--- config.mk ---
export PLATFORM = sky130hd
export DESIGN_NAME = conv_window_mac
export DESIGN_NICKNAME = d
export VERILOG_FILES = /design/src/rtl/conv_window_mac.sv
export SDC_FILE = /design/constraint.sdc
export NUM_CORES = 2
export LEC_CHECK = 0
export ABC_AREA = 1
export BUFFER_PORTS_ARGS = -buffer_cell sky130_fd_sc_hd__buf_2
export CELL_PAD_IN_SITES_DETAIL_PLACEMENT = 1
export CELL_PAD_IN_SITES_GLOBAL_PLACEMENT = 2
export CORE_MARGIN = 2
export CORE_UTILIZATION = 45
export CTS_BUF_LIST = sky130_fd_sc_hd__clkbuf_8
export DETAILED_ROUTE_END_ITERATION = 10
export PLACE_DENSITY_LB_ADDON = 0.1
export SLEW_MARGIN = 20
export SYNTH_ARGS = -nofsm -noshare
export SYNTH_HDL_FRONTEND = slang
export SYNTH_SLANG_ARGS = --single-unit
--- constraint.sdc ---
create_clock -name clk -period 27.2 [get_ports clk]
set_input_delay 2.72 -clock clk [delete_from_list [all_inputs] [get_ports clk]]
set_output_delay 2.72 -clock clk [all_outputs]
set_load 0.01 [all_outputs]
--- src/rtl/conv_window_mac.sv ---
// Sliding-window 1-D convolution MAC: drains the sample queue, keeps a TAPS-deep
// window and streams one valid-mode result per window position.
module conv_window_mac #(
   parameter int DATA_W = 32,
   parameter int W_W    = 16,
   parameter int TAPS   = 3,
   parameter int ACC_W  = 64,
   parameter int LEN_W  = 16
) (
   input  logic                     clk,
   input  logic                     rst,
   input  logic                     start,
   input  logic [LEN_W-1:0]         len,
   input  logic                     w_we,
   input  logic [$clog2(TAPS)-1:0]  w_addr,
   input  logic [W_W-1:0]           w_data,
   input  logic                     q_empty,
   input  logic [DATA_W-1:0]        q_data,
   output logic                     q_en,
   output logic                     q_mode,
   output logic [ACC_W-1:0]         res_data,
   output logic                     res_valid,
   input  logic                     res_ready,
   output logic                     busy,
   output logic                     done
);
   localparam int PW = DATA_W + W_W;
   localparam logic [LEN_W-1:0] TAPS_L  = LEN_W'(TAPS);
   localparam logic [LEN_W-1:0] LEN_ONE = LEN_W'(1);

   typedef enum logic [1:0] {IDLE, RUN, DRAIN} state_t;

   state_t                   state_q, state_d;
   logic [LEN_W-1:0]         n_q, n_d, issued_q, issued_d, recv_q, recv_d;
   logic signed [DATA_W-1:0] win_q [TAPS];
   logic signed [DATA_W-1:0] win_d [TAPS];
   logic signed [W_W-1:0]    w_q [TAPS];
   logic signed [W_W-1:0]    w_d [TAPS];
   logic signed [DATA_W-1:0] hold_q, hold_d, shift_in;
   logic                     hold_vld_q, hold_vld_d, rd_pend_q, rd_pend_d;
   logic signed [ACC_W-1:0]  res_q, res_d, acc;
   logic                     res_valid_q, res_valid_d, done_q, done_d;
   logic                     adv, shift_en, q_en_c;

   // Sign-extend a full-precision product, then wrap it to the accumulator width.
   function automatic logic signed [ACC_W-1:0] wrap_prod(input logic signed [PW-1:0] p);
      logic [ACC_W+PW-1:0] ext;
      ext = {{ACC_W{p[PW-1]}}, p};
      return ext[ACC_W-1:0];
   endfunction

   always_comb begin
      adv      = !res_valid_q || res_ready;
      q_en_c   = (state_q == RUN) && !q_empty && (issued_q < n_q) && adv && !hold_vld_q;
      shift_en = adv && (rd_pend_q || hold_vld_q);
      shift_in = hold_vld_q ? hold_q : q_data;

      state_d     = state_q;
      n_d         = n_q;
      issued_d    = q_en_c ? issued_q + LEN_ONE : issued_q;
      recv_d      = recv_q;
      win_d       = win_q;
      w_d         = w_q;
      hold_d      = hold_q;
      hold_vld_d  = hold_vld_q;
      rd_pend_d   = q_en_c;
      res_d       = res_q;
      res_valid_d = res_valid_q;
      done_d      = 1'b0;

      // A sample arriving while the output is stalled parks in the hold register.
      if (rd_pend_q && !adv) begin
         hold_d     = q_data;
         hold_vld_d = 1'b1;
      end else if (shift_en && hold_vld_q) begin
         hold_vld_d = 1'b0;
      end

      if (shift_en) begin
         for (int k = 0; k < TAPS - 1; k++) win_d[k] = win_q[k+1];
         win_d[TAPS-1] = shift_in;
         recv_d        = recv_q + LEN_ONE;
      end

      acc = '0;
      for (int k = 0; k < TAPS; k++)
         acc = acc + wrap_prod(PW'(win_d[k]) * PW'(w_q[k]));

      // A new result loading on the same edge as an acceptance keeps res_valid high.
      if (shift_en && (recv_d >= TAPS_L)) begin
         res_d       = acc;
         res_valid_d = 1'b1;
      end else if (res_valid_q && res_ready) begin
         res_valid_d = 1'b0;
      end

      case (state_q)
         IDLE: begin
            if (w_we && (int'(w_addr) < TAPS)) w_d[w_addr] = w_data;
            if (start) begin
               if (len >= TAPS_L) begin
                  state_d  = RUN;
                  n_d      = len;
                  issued_d = '0;
                  recv_d   = '0;
               end else begin
                  done_d = 1'b1;
               end
            end
         end
         RUN: begin
            if (issued_q == n_q) state_d = DRAIN;
         end
         DRAIN: begin
            if ((recv_q == n_q) && res_valid_q && res_ready) begin
               state_d = IDLE;
               done_d  = 1'b1;
            end
         end
         default: state_d = IDLE;
      endcase
   end

   always_ff @(posedge clk) begin
      if (rst) begin
         state_q     <= IDLE;
         n_q         <= '0;
         issued_q    <= '0;
         recv_q      <= '0;
         for (int k = 0; k < TAPS; k++) begin
            win_q[k] <= '0;
            w_q[k]   <= '0;
         end
         hold_q      <= '0;
         hold_vld_q  <= 1'b0;
         rd_pend_q   <= 1'b0;
         res_q       <= '0;
         res_valid_q <= 1'b0;
         done_q      <= 1'b0;
      end else begin
         state_q     <= state_d;
         n_q         <= n_d;
         issued_q    <= issued_d;
         recv_q      <= recv_d;
         win_q       <= win_d;
         w_q         <= w_d;
         hold_q      <= hold_d;
         hold_vld_q  <= hold_vld_d;
         rd_pend_q   <= rd_pend_d;
         res_q       <= res_d;
         res_valid_q <= res_valid_d;
         done_q      <= done_d;
      end
   end

   assign q_en      = q_en_c;
   assign q_mode    = 1'b0;
   assign res_data  = res_q;
   assign res_valid = res_valid_q;
   assign busy      = (state_q != IDLE);
   assign done      = done_q;
endmodule

==> impl_metrics.csv <==
group,metric,value,unit
logic_synthesis,synth_edf_count,0,
die,rows,139,
logic_synthesis,syn_area,65300,um2
die,ios,141,
power,power.share.combinational,0.600,
setup_path,path_max_fanout,94,
route,firstDrtPassIters,5,
final_layout,stdcell_count,9814,
setup_path,path_class,"in2reg",
route,dr_wl_met2,117000,um
timing,tns,0,ns
placement,dp_hpwl,227000,um
route,routedWlPerCell,26.4,um
power,p_switching,1.19,mW
logic_synthesis,ys_top_cells_by_area,"fa_1 (51%), inv_1 (12%), dfxtp_1 (8.6%)",
die,die_area,148000,um2
route,drc,0,
placement,pre_cts_slack,13.19,ns
logic_synthesis,synthArstFlopShare,0,
logic_synthesis,syn_inst,7864,
global_routing,grt_max_degree,95,
placement,port-buffer-count,139,
final_layout,fin_nets,9872,
power,p_sw_frac,0.520,
die,die_h,385,um
logic_synthesis,synth.avg_cell_area,8.30,um2
power,clkPwrFrac,0.208,
global_routing,grt_usage,0.363,
hold_path,min_path_type,"reg2reg",
clocking,ctsResizeCount,0,
clocking,ctsRootBufferMaster,"clkbuf_8",
clocking,htree_levels,2,
global_routing,grt_pass1_vias,57237,
timing,worst_slack,13.70,ns
setup_path,critPathBufInv,12,
logic_synthesis,synth_top_area_frac,0.511,
logic_synthesis,yosys_warnings,0,
logic_synthesis,yosys_most_used_dff,"dfxtp_1",
setup_path,cp_common_cell,"fa_1",
timing,rsz0062_at_grt,"false",
logic_synthesis,syn-num-nets,9871,
route,antenna_left,0,
logic_synthesis,ys_ff_latch,280,
clocking,insertion_delay,0.73,ns
timing,period_needed,13.50,ns
die,coreArea,144000,um2
final_layout,fillers,17379,
power,p_per_area,33.2,nW/um2
clocking,cts_sinks,280,
timing,slew_violations,0,
route,vias,52019,
power,vdd_drop_max,31.2,uV
route,highest_layer,"met5",
logic_synthesis,yosysUniqueCellTypes,47,
global_routing,grt_pass1_wl,388000,um
power,seqPwrFrac,0.192,
timing,hold_viol,0,
route,drtIter0Drc,3642,
placement,dpl.cell_count,9711,
final_layout,multi_input_area,50100,um2
setup_path,cp.arrival,14.12,ns
timing,clock_skew,0.0581,ns
timing,fmax,74.1,MHz
logic_synthesis,synthTopCellsByCount,"inv_1 (2148), fa_1 (1668), nand2_1 (1346)",
clocking,clock_path_buffers,3,
outcome,status,"complete, no violations",
power,p_int,1.10,mW
timing,setup_viol,0,
route,met3WireLength,19900,um
timing,period_share,0.496,
route,m1WireLength,105000,um
setup_path,max_stage_delay,0.80,ns
run,drv_cap,0,
final_layout,drive_above_1_share,0.0545,
timing,tightest_slew,1.18,ns
logic_synthesis,yosysSeqAreaShare,0.0858,
logic_synthesis,synth_most_common_cell,"inv_1",
clocking,clk_pin_slew,0.07,ns
die,die_w,385,um
setup_path,cp_slowest_cell,"buf_4",
clocking,postCtsHoldBufs,0,
global_routing,grt_antenna_before_repair,11,
setup_path,end_kind,"register",
clocking,cts_tree,"built",
global_routing,grt.overflow.total,0,
timing,max-slew-margin-rel,0.213,
setup_path,crit_family,"adder cells",
logic_synthesis,yosys.area.top_type,"fa_1",
clocking,cts_setup_buffers,0,
power,leakage,35.9,nW
setup_path,cp.required,27.82,ns
placement,place_congestion,0.983,
setup_path,worstSetupStartpointType,"input pin",
power,p_total,2.30,mW
route,wl,259000,um
clocking,cts_made_buffers,54,
route,vias_per_cell,5.30,
die,floorplan.initialDensity,0.454,
final_layout,seq_area,5610,um2
final_layout,area_growth,5.82,%
## power groups by stage
stage	Sequential (mW)	Clock (mW)	Combinational, mW
2_1_floorplan	0.440	0	0.778
3_3_place_gp	0.448	0	1.38
3_5_place_dp	0.449	0	1.38
4_1_cts	0.440	0.486	1.40
5_1_grt	0.442	0.502	1.51
6_report	0.441	0.478	1.38
## stage by stage
stage | util | hold slack (ns) | area [um2]
floorplan | - | 0.429 | 65300
global placement | 0.472 | 0.439 | 67900
detailed placement | 0.472 | 0.449 | 67900
CTS | 0.480 | 0.459 | 69100
global route | 0.480 | 0.477 | 69100
finish | 0.481 | 0.456 | 69100
## state kept, by name, indices dropped and copies added, names as in the netlist
register and flops:
state_q 2, hold_q 32, win_q 96, w_q 48, rd_pend_q 1, issued_q 16
n_q 16, res_data 50, done 1, res_valid 1, recv_q 16, hold_vld_q 1
## cell usage in the layout, fill, tap and decap left out, types with 4 or more instances in the layout
master / n
xnor2_1: 28
or2_2: 16
nand2_1: 1346
nor3_1: 15
buf_4: 121
nand4_1: 25
clkinv_1: 41
clkinv_2: 13
nor2_1: 1039
o22ai_1: 4
a21oi_1: 190
inv_1: 2155
o21ai_2: 33
nor2_2: 9
dfxtp_2: 6
o21ai_0: 182
a21o_1: 6
nand3b_1: 9
clkbuf_8: 65
ha_1: 267
nor4_1: 5
xor2_1: 25
inv_2: 6
fa_1: 1668
dfxtp_1: 274
buf_2: 138
o21bai_1: 11
o211ai_1: 32
o21ai_1: 30
nand3_1: 109
## worst register-to-register path: cells and delay by family (launching register included)
kind	cells	cell delay, ns
AO/OA/AOI/OAI	3	1.45
buffers and inverters	12	2.89
adder cells (fa/ha/maj)	10	5.19
flip-flops	1	0.54
AND/OR/NAND/NOR	11	2.10
## final cells by class
cell class,count,area share
Tap cell,1903,0.0345
Antenna cell,3,0.000109
Sequential cell,280,0.0812
Clock buffer,65,0.0129
Multi-Input combinational cell,5077,0.725
Clock inverter,34,0.00386
Inverter,2192,0.119
Timing Repair Buffer,260,0.0233
## cell families (layout without fill, tap and decap cells)
logic type               Yosys count  after routing  synth area share
AO/OA/AOI/OAI                    500            500            0.0426
XOR/XNOR                          53             53           0.00711
adder cells (fa/ha/maj)         1935           1935             0.562
buffers and inverters           2507           2551             0.147
flip-flops                       280            280            0.0858
other                              1              4         0.0000574
AND/OR/NAND/NOR                 2588           2588             0.155
## routing by layer
| layer | vias up | GRT usage |
|---|---|---|
| met5 | - | 0 |
| met4 | 2 | 0.186 |
| met3 | 490 | 0.0746 |
| met2 | 1581 | 0.568 |
| met1 | 27732 | 0.476 |
| li1 | 22214 | - |
## worst paths after layout
path | from | end | slack (ns) | depth (start not counted)
setup reg to reg | hold_vld_q | res_data[38] | 14.90 | 36
setup / recovery | res_ready | res_data[38] | 13.70 | 36
hold / removal | hold_q[2] | hold_q[2] | 0.46 | 2
hold reg to reg | hold_q[2] | hold_q[2] | 0.46 | 2
No activity file was read; power rests on OpenSTA's default activity.
